===== config.mk =====
export PLATFORM = sky130hd
export DESIGN_NAME = ex_muldiv_unit_flat
export DESIGN_NICKNAME = d
export VERILOG_FILES = /design/src/rtl/ex_muldiv_unit_pkg.sv /design/src/rtl/ex_muldiv_unit_if.sv /design/src/rtl/ex_muldiv_unit_sign_fix.sv /design/src/rtl/ex_muldiv_unit.sv /design/src/flat_wrapper.sv
export SDC_FILE = /design/constraint.sdc
export NUM_CORES = 1
export LEC_CHECK = 0
export ABC_CLOCK_PERIOD_IN_PS = 7200
export BUFFER_PORTS_ARGS = -buffer_cell sky130_fd_sc_hd__clkbuf_2
export CAP_MARGIN = 20
export CELL_PAD_IN_SITES_DETAIL_PLACEMENT = 2
export CELL_PAD_IN_SITES_GLOBAL_PLACEMENT = 2
export CORE_ASPECT_RATIO = 0.6
export CORE_MARGIN = 1
export CORE_UTILIZATION = 38
export DETAILED_ROUTE_END_ITERATION = 10
export PLACE_DENSITY_LB_ADDON = 0.1
export SLEW_MARGIN = 10
export SYNTH_ARGS = -nofsm -noshare
export SYNTH_HDL_FRONTEND = slang
export SYNTH_SLANG_ARGS = --single-unit
export TNS_END_PERCENT = 100

===== constraint.sdc =====
create_clock -name clk -period 7.2 [get_ports clk]
set_input_delay 0.36 -clock clk [delete_from_list [all_inputs] [get_ports clk]]
set_output_delay 0.36 -clock clk [all_outputs]
set_load 0.01 [all_outputs]

===== src/rtl/ex_muldiv_unit_pkg.sv =====
// ex_muldiv_unit_pkg: shared encodings for the iterative multiply/divide unit.
// Optional build macro: MULDIV_FAST_MUL_EN (single-cycle multiply path).
package ex_muldiv_unit_pkg;
  localparam logic [1:0] MD_MULT  = 2'd0;
  localparam logic [1:0] MD_MULTU = 2'd1;
  localparam logic [1:0] MD_DIV   = 2'd2;
  localparam logic [1:0] MD_DIVU  = 2'd3;

  localparam logic [1:0] ST_IDLE = 2'd0;
  localparam logic [1:0] ST_CALC = 2'd1;
  localparam logic [1:0] ST_FIX  = 2'd2;

  localparam logic [31:0] DIV_BY_ZERO_LO = 32'hFFFF_FFFF;

  // MULT and DIV (even encodings) are the signed variants
  function automatic logic op_is_signed(input logic [1:0] op);
    return ~op[0];
  endfunction

  function automatic logic op_is_mul(input logic [1:0] op);
    return ~op[1];
  endfunction
endpackage


===== src/rtl/ex_muldiv_unit_if.sv =====
// ex_muldiv_unit_if: EX-stage <-> multiply/divide unit signal bundle.
interface ex_muldiv_unit_if;
  logic        md_start;
  logic [1:0]  md_op;
  logic [31:0] op_a;
  logic [31:0] op_b;
  logic        mt_hi;
  logic        mt_lo;
  logic        mf_sel;
  logic        flush;
  logic        stall;
  logic [31:0] mf_data;
  logic [31:0] hi;
  logic [31:0] lo;

  modport master (
    output md_start, md_op, op_a, op_b, mt_hi, mt_lo, mf_sel, flush,
    input  stall, mf_data, hi, lo
  );

  modport slave (
    input  md_start, md_op, op_a, op_b, mt_hi, mt_lo, mf_sel, flush,
    output stall, mf_data, hi, lo
  );
endinterface


===== src/rtl/ex_muldiv_unit_sign_fix.sv =====
// muldiv_sign_fix: operand magnitude conversion at start and two's-complement
// sign correction of the raw unsigned result in the FIX stage.
module muldiv_sign_fix (
  input  logic [31:0] op_a,
  input  logic [31:0] op_b,
  input  logic        is_signed,
  output logic [31:0] a_mag,
  output logic [31:0] b_mag,
  output logic        a_neg,
  output logic        b_neg,
  input  logic        is_mul,
  input  logic        neg_lo,
  input  logic        neg_hi,
  input  logic [63:0] acc,
  input  logic [31:0] rem,
  output logic [31:0] res_hi,
  output logic [31:0] res_lo
);
  logic [63:0] prod;
  logic [31:0] quot_fix;
  logic [31:0] rem_fix;

  assign a_neg = is_signed & op_a[31];
  assign b_neg = is_signed & op_b[31];
  assign a_mag = a_neg ? (~op_a + 32'd1) : op_a;
  assign b_mag = b_neg ? (~op_b + 32'd1) : op_b;

  // multiply negates the full 64-bit product; divide negates each half on its own sign
  assign prod     = neg_lo ? (~acc + 64'd1) : acc;
  assign quot_fix = neg_lo ? (~acc[31:0] + 32'd1) : acc[31:0];
  assign rem_fix  = neg_hi ? (~rem + 32'd1) : rem;

  assign res_hi = is_mul ? prod[63:32] : rem_fix;
  assign res_lo = is_mul ? prod[31:0]  : quot_fix;
endmodule


===== src/rtl/ex_muldiv_unit.sv =====
// ex_muldiv_unit: iterative MULT/MULTU/DIV/DIVU into HI/LO with pipeline stall.
// Optional build macro: MULDIV_FAST_MUL_EN (multiply in one cycle, IDLE->FIX).
module ex_muldiv_unit
  import ex_muldiv_unit_pkg::*;
(
  input logic               clk,
  input logic               reset,
  ex_muldiv_unit_if.slave   bus
);
  logic [1:0]  state;
  logic [4:0]  count;
  logic        is_mul;
  logic        div_zero;
  logic        neg_lo;
  logic        neg_hi;
  logic [31:0] a_orig;
  logic [31:0] opnd;      // multiplicand or divisor magnitude
  logic [63:0] acc;       // mul: {partial product, multiplier}; div: {0, dividend->quotient}
  logic [32:0] rem;
  logic [31:0] hi_q;
  logic [31:0] lo_q;

  logic [31:0] a_mag, b_mag, res_hi, res_lo;
  logic        a_neg, b_neg, start_mul;
  logic [32:0] mul_sum;
  logic [32:0] div_shift;
  logic [33:0] div_diff;

  assign start_mul = op_is_mul(bus.md_op);

  muldiv_sign_fix u_sign (
    .op_a     (bus.op_a),
    .op_b     (bus.op_b),
    .is_signed(op_is_signed(bus.md_op)),
    .a_mag    (a_mag),
    .b_mag    (b_mag),
    .a_neg    (a_neg),
    .b_neg    (b_neg),
    .is_mul   (is_mul),
    .neg_lo   (neg_lo),
    .neg_hi   (neg_hi),
    .acc      (acc),
    .rem      (rem[31:0]),
    .res_hi   (res_hi),
    .res_lo   (res_lo)
  );

  // one shift-add step: add multiplicand to the upper half when multiplier LSB is set
  assign mul_sum   = {1'b0, acc[63:32]} + (acc[0] ? {1'b0, opnd} : 33'd0);
  // one restoring step: bring in the next dividend bit and trial-subtract the divisor
  assign div_shift = {rem[31:0], acc[31]};
  assign div_diff  = {1'b0, div_shift} - {2'b00, opnd};

  assign bus.stall   = (state != ST_IDLE);
  assign bus.mf_data = bus.mf_sel ? hi_q : lo_q;
  assign bus.hi      = hi_q;
  assign bus.lo      = lo_q;

  // FSM, iteration datapath and HI/LO architectural registers
  always_ff @(posedge clk) begin
    if (!reset) begin
      state    <= ST_IDLE;
      count    <= 5'd0;
      is_mul   <= 1'b0;
      div_zero <= 1'b0;
      neg_lo   <= 1'b0;
      neg_hi   <= 1'b0;
      a_orig   <= 32'd0;
      opnd     <= 32'd0;
      acc      <= 64'd0;
      rem      <= 33'd0;
      hi_q     <= 32'd0;
      lo_q     <= 32'd0;
    end else begin
      case (state)
        ST_IDLE: begin
          if (bus.md_start && !bus.flush) begin
            is_mul   <= start_mul;
            div_zero <= !start_mul && (bus.op_b == 32'd0);
            neg_lo   <= a_neg ^ b_neg;
            neg_hi   <= start_mul ? (a_neg ^ b_neg) : a_neg;
            a_orig   <= bus.op_a;
            count    <= 5'd0;
            rem      <= 33'd0;
            opnd     <= start_mul ? a_mag : b_mag;
`ifdef MULDIV_FAST_MUL_EN
            if (start_mul) begin
              acc   <= {32'd0, a_mag} * {32'd0, b_mag};
              state <= ST_FIX;
            end else begin
              acc   <= {32'd0, a_mag};
              state <= ST_CALC;
            end
`else
            acc   <= {32'd0, start_mul ? b_mag : a_mag};
            state <= ST_CALC;
`endif
          end else if (!bus.md_start && !bus.flush) begin
            // a squashed MTHI/MTLO must not retire, so flush also blocks it
            if (bus.mt_hi) hi_q <= bus.op_a;
            if (bus.mt_lo) lo_q <= bus.op_a;
          end
        end
        ST_CALC: begin
          if (bus.flush) begin
            state <= ST_IDLE;
          end else begin
            if (is_mul) begin
              acc <= {mul_sum, acc[31:1]};
            end else begin
              rem <= div_diff[33] ? div_shift : div_diff[32:0];
              acc <= {32'd0, acc[30:0], ~div_diff[33]};
            end
            count <= count + 5'd1;
            if (count == 5'd31) state <= ST_FIX;
          end
        end
        ST_FIX: begin
          if (!bus.flush) begin
            hi_q <= div_zero ? a_orig : res_hi;
            lo_q <= div_zero ? DIV_BY_ZERO_LO : res_lo;
          end
          state <= ST_IDLE;
        end
        default: state <= ST_IDLE;
      endcase
    end
  end
endmodule

===== src/flat_wrapper.sv =====
// flat-port wrapper written by rule: the top's interface ports become plain ports
module ex_muldiv_unit_flat import ex_muldiv_unit_pkg::*;
  (clk, reset, bus_md_start, bus_md_op, bus_op_a, bus_op_b, bus_mt_hi, bus_mt_lo, bus_mf_sel, bus_flush, bus_stall, bus_mf_data, bus_hi, bus_lo);
  ex_muldiv_unit_if bus_i ();
  input logic clk;
  input logic reset;
  input wire logic [$bits(bus_i.md_start)-1:0] bus_md_start;
  input wire logic [$bits(bus_i.md_op)-1:0] bus_md_op;
  input wire logic [$bits(bus_i.op_a)-1:0] bus_op_a;
  input wire logic [$bits(bus_i.op_b)-1:0] bus_op_b;
  input wire logic [$bits(bus_i.mt_hi)-1:0] bus_mt_hi;
  input wire logic [$bits(bus_i.mt_lo)-1:0] bus_mt_lo;
  input wire logic [$bits(bus_i.mf_sel)-1:0] bus_mf_sel;
  input wire logic [$bits(bus_i.flush)-1:0] bus_flush;
  output wire logic [$bits(bus_i.stall)-1:0] bus_stall;
  output wire logic [$bits(bus_i.mf_data)-1:0] bus_mf_data;
  output wire logic [$bits(bus_i.hi)-1:0] bus_hi;
  output wire logic [$bits(bus_i.lo)-1:0] bus_lo;
  assign bus_i.md_start = bus_md_start;
  assign bus_i.md_op = bus_md_op;
  assign bus_i.op_a = bus_op_a;
  assign bus_i.op_b = bus_op_b;
  assign bus_i.mt_hi = bus_mt_hi;
  assign bus_i.mt_lo = bus_mt_lo;
  assign bus_i.mf_sel = bus_mf_sel;
  assign bus_i.flush = bus_flush;
  assign bus_stall = bus_i.stall;
  assign bus_mf_data = bus_i.mf_data;
  assign bus_hi = bus_i.hi;
  assign bus_lo = bus_i.lo;
  ex_muldiv_unit u_core (.clk(clk), .reset(reset), .bus(bus_i));
endmodule

# --- Word-level counts from Yosys, hierarchy flattened ---
# Index checks and enable logic that the tools add are counted.
totals:
  elab_cells: 99
  ff_bits: 235
  output_inout_bits: 97
  input_bits: 73
classes:
  n_mux: 40
  n_reduce_logical: 16
  n_addsub: 8
  bitwise: 11
  eq_ne: 12
op_table:
  columns: ["operator", "count"]
  rows:
  - ["$mux 32", 24]
  - ["$mux 64", 4]
  - ["$pmux 32 s2", 3]
  - ["$add 32x1->32 const B", 4]
  - ["$not 32->32", 4]
  - ["$pmux 64 s2", 1]
  - ["$add 64x1->64 const B", 1]
  - ["$not 64->64", 1]
  - ["$sub 33x32->34", 1]
  - ["$add 32x33->33", 1]
  - ["$logic_not 32->1", 1]
  - ["$ne 2x2->1 const B", 6]
  - ["$mux 5", 2]
  - ["$pmux 5 s2", 1]
  - ["$reduce_and 5->1", 2]
  - ["$mux 2", 3]
  - ["$reduce_bool 2->1", 3]
  - ["$add 5x1->5 const B", 1]
  - ["$eq 5x5->1 const B", 1]
  - ["$ne 2x1->1 const B", 2]
  - ["$pmux 2 s2", 1]
  - ["$reduce_and 2->1", 2]
  - ["$reduce_and 4->1", 1]
  - ["$logic_and 1x1->1", 3]
  - ["other kinds (10)", 14]

# --- Longest topological paths before layout ---
depth:
  depth_word: 7
  depth_mapped: 14
  mapped_depth_nobuf: 13

# --- Modules after synthesis ---
# From an unflattened synthesis, not the netlist that was laid out.
hier_totals:
  hier_cells: 2352
  hier_area_um2: 18754.2
modules_own_cells:
  columns: ["module", "cells_each", "seq_area_each_um2", "area_per_inst_um2", "n_inst"]
  rows:
  - ["ex_muldiv_unit", 1760, 4704.5, 14784.2, 1]
  - ["muldiv_sign_fix", 592, 0.0, 3970.1, 1]

# --- Worst setup path after synthesis ---
# Ideal clock, no wire load.
synth_timing:
  path_kind: "flip-flop to flip-flop"
  startpoint: "reg u_core.acc[0]"
  endpoint: "reg u_core.acc[63]"
  path_buffers: 0
  setup_ps: 61
  t_arrival_ps: 3088
  period_less_slack_ps: 3149
  setup_slack_ps: 4051
  required_ps: 7139
  stages_incl_launch_ff: 14
  path_cell_list: "dfxtp_1 -> and2_1 -> ha_1 -> inv_1 -> fa_1 -> nor2b_1 -> o21ai_0 -> a2111oi_0 -> o31a_1 -> o211ai_1 -> o21a_1 -> o21ba_2 -> o41ai_1 -> a32o_1"
synth_between:
  elab_chain_cells: 5
synth_rtl:
  columns: ["element", "line_no", "source"]
  rows:
  - ["start: declaration", "ex_muldiv_unit.sv:18", "logic [63:0] acc;"]
  - ["start signal: assignment", "ex_muldiv_unit.sv:95", "acc <= {32'd0, start_mul ? b_mag : a_mag};"]
  - ["start signal: assignment", "ex_muldiv_unit.sv:109", "acc <= {mul_sum, acc[31:1]};"]
  - ["start signal: assignment", "ex_muldiv_unit.sv:112", "acc <= {32'd0, acc[30:0], ~div_diff[33]};"]
  - ["$mux 32", "ex_muldiv_unit.sv:49", "assign mul_sum = {1'b0, acc[63:32]} + (acc[0] ? {1'b0, opnd} : 33'd0);"]
  - ["$add 32x33->33", "ex_muldiv_unit.sv:49", null]
  - ["$mux 64", "ex_muldiv_unit.sv:108", "if (is_mul) begin"]
  - ["$mux 64", "ex_muldiv_unit.sv:105", "if (bus.flush) begin"]
  - ["$pmux 64 s2", "ex_muldiv_unit.sv:75", "case (state)"]
# No other way between the ends. The select of a mux whose other input is x is not followed.
# A chain may end at the register's enable or synchronous reset.

# --- Final worst setup path ---
# Ends and elaborated chain as after synthesis.

==> metrics.txt <==
Die Y-Extent between 150 and 200 um; Pleak 8.13 nW; Tcrit/Tclk final 0.640; area of the core about 47000 um^2; vias in the first global route 19800; CP arrival roughly 5000 ps; Cell Rows 61; RSZ-0062 raised after global routing no; CTS sink count 235; maximum vdd ir drop ~170 uV; sequential share of the synthesized area 0.258; port bufs 169; clk slew on worst S/H paths roughly 70 ps; dpl cells 3070; number of flops mapped to enable cells by yosys 0; Via Count between 15000 and 20000; fin. max-slew vios 0; most frequent cells in the layout 280 x nand2_1, 233 x dfxtp_1, 188 x nor2_1, 184 x a21oi_1, 174 x o21ai_0; hold crit path type input pin to flop; Rel. slew slack 0.263; clock buffer depth 3; share of the synthesized area in the top cell type 0.258; Switch Pwr 0.00141 W; DR iter-0 viols ~2000; HPWL after DPL 70300 um; Setup CP Type flop to flop; final setup TNS 0 ps; critical path endpoint category flop; total grt overflow 0; setup violators final 0; # IOs 170; leading area contributor after synthesis dfxtp_1; number of vias per cell 6.39; clock root cell clkbuf_16; Final Instance Count excl. Fillers 3121; final net count 2615; Post-Syn Area 18200 um^2; number of max-cap violations 0; GRT Util Overall 0.367; switching share of power 0.361; Slew @ Worst Pin 1080 ps; Post-route DRC 0; initial core utilization 0.389; Routed WL per cell 29.5 um; Synth Flop Type dfxtp_1; CTS tree built; PD cells 193 nW/um^2; initial antenna violation count 6; RePlAce Congestion 0.927; post-CTS setup buffers 0; most common cell after layout, fill and taps aside nand2_1; die area 48800 um^2; Final Skew around 17 ps; htree depth 1; Clock Power Share 0.373; Tmin final 4600 ps; #FFs+latches synth 235; area added between synthesis and finish 11.6%; Internal roughly 0.0025 W; Gate power share 0.258; Cells after Synth 2426; layout cells sized above 1 0.130; TritonRoute pass-1 iters 6; startpoint type of the worst setup path flop; worst-skew pair later-pin latency 590 ps; die width approximately 280 um; status finished, final reports clean; Seq pwr share 0.368; Syn Nets 2571; Routed WL 92100 um; cts-stage hold buffer count 0; first-pass GRT wire length 133000 um; Routed Antenna Nets 0; CTS buffer count 27; post-CTS sizing 0; reg-to-reg setup timing slack 2600 ps; synth top area cells dfxtp_1 26%, xnor2_1 6.5%, nand2_1 5.8%; Crit Path Max Fanout 31; share of synthesized flip-flops with an asynchronous set or reset 0; Synth cell types 73; largest net degree at the start of global routing ~180; Crit path required time just under 8000 ps; Ys Warns 0; fmax 0.217 GHz; syn_area_per_cell roughly 7.5 um^2; Final Hold Vio Count 0
[routing by layer]
layer	vias up	track usage	wire, um
li1	8785	-	-
met1	10300	0.540	43500
met2	789	0.509	36600
met3	124	0.104	9420
met4	2	0.104	2600
met5	-	0	47
[sequential cells by signal (all words and copies together) (netlist names), 2 cells and up]
register / flops
u_core.rem: 32
u_core.acc: 64
u_core.bus.lo: 32
u_core.bus.hi: 32
u_core.count: 5
u_core.state: 2
u_core.a_orig: 32
u_core.opnd: 32
[synth_stat cells, types with 5 or more instances]
cell type	instances
o21a_1	20
or3_1	29
a21boi_0	79
o211a_1	15
nand2b_1	26
xor2_1	64
nor3_1	50
xnor2_1	135
a21oi_1	184
nor4_1	7
o21bai_1	7
clkbuf_1	163
o21ai_0	175
o22ai_1	16
ha_1	70
dfxtp_1	235
and3_1	19
a22oi_1	11
mux2i_1	56
inv_1	82
nand2_1	280
or2_2	10
and2_1	18
or4_1	14
mux2_2	43
a221oi_1	8
a31oi_1	25
nand3b_1	6
a2111oi_0	7
o41ai_1	14
o211ai_1	39
nor2b_1	47
o31ai_1	42
buf_1	15
nor2_1	189
nand4_1	17
nand3_1	36
o221ai_1	34
a211oi_1	32
buf_2	5
a31o_2	8
a21o_1	31
[worst paths after layout]
path	cells after the start	end	start
max	12	u_core.acc[63]	u_core.acc[0]
min	2	u_core.opnd[20]	reset
max reg2reg	12	u_core.acc[63]	u_core.acc[0]
min reg2reg	2	u_core.opnd[15]	u_core.opnd[15]
[cells by family after synthesis]
logic type                 synth area share
AOI/OAI and AO/OA                     0.284
muxes                                0.0574
buffers and inverters                0.0556
and+or+nand+nor                       0.199
DFF                                   0.258
xor gates and xnor gates             0.0957
adders and majority gates            0.0503
[final cells by class]
type,instances,area (um^2)
Fill cell,5450,26500
Multi-Input combinational cell,1925,12500
Sequential cell,235,4710
Timing Repair Buffer,199,1100
Tap cell,630,788
Clock buffer,37,763
Inverter,82,308
Clock inverter,12,118
Antenna cell,1,2.50
[critical path: stages (launching register included)]
cell and delay (ps):
dfxtp_1 500, inv_1 70, buf_4 270, nor2_1 470
ha_1 330, nand3_1 190, a2111oi_0 970, o31a_1 370
o211ai_1 220, o21a_1 290, o21ba_2 240, o41ai_1 390
a32o_1 210
[through the flow]
stage          hold slack, ps  setup WS, ps   util  total power [W]  cell area [um^2]
2_1_floorplan             438          4050      -          0.00205             18200
3_3_place_gp              451          3060  0.415          0.00240             19400
3_5_place_dp              463          2920  0.415          0.00244             19400
4_1_cts                   126          2890  0.434          0.00389             20300
5_1_grt                   145          2590  0.434          0.00404             20300
6_report                  149          2600  0.434          0.00392             20300
[power groups by stage]
stage	sequential, W	clock, W	combinational (W)
2_1_floorplan	0.00142	0	0.000626
3_3_place_gp	0.00146	0	0.000940
3_5_place_dp	0.00147	0	0.000974
4_1_cts	0.00144	0.00147	0.000982
5_1_grt	0.00145	0.00152	0.00107
6_report	0.00144	0.00146	0.00101
Power figures use the tool's default switching activity.
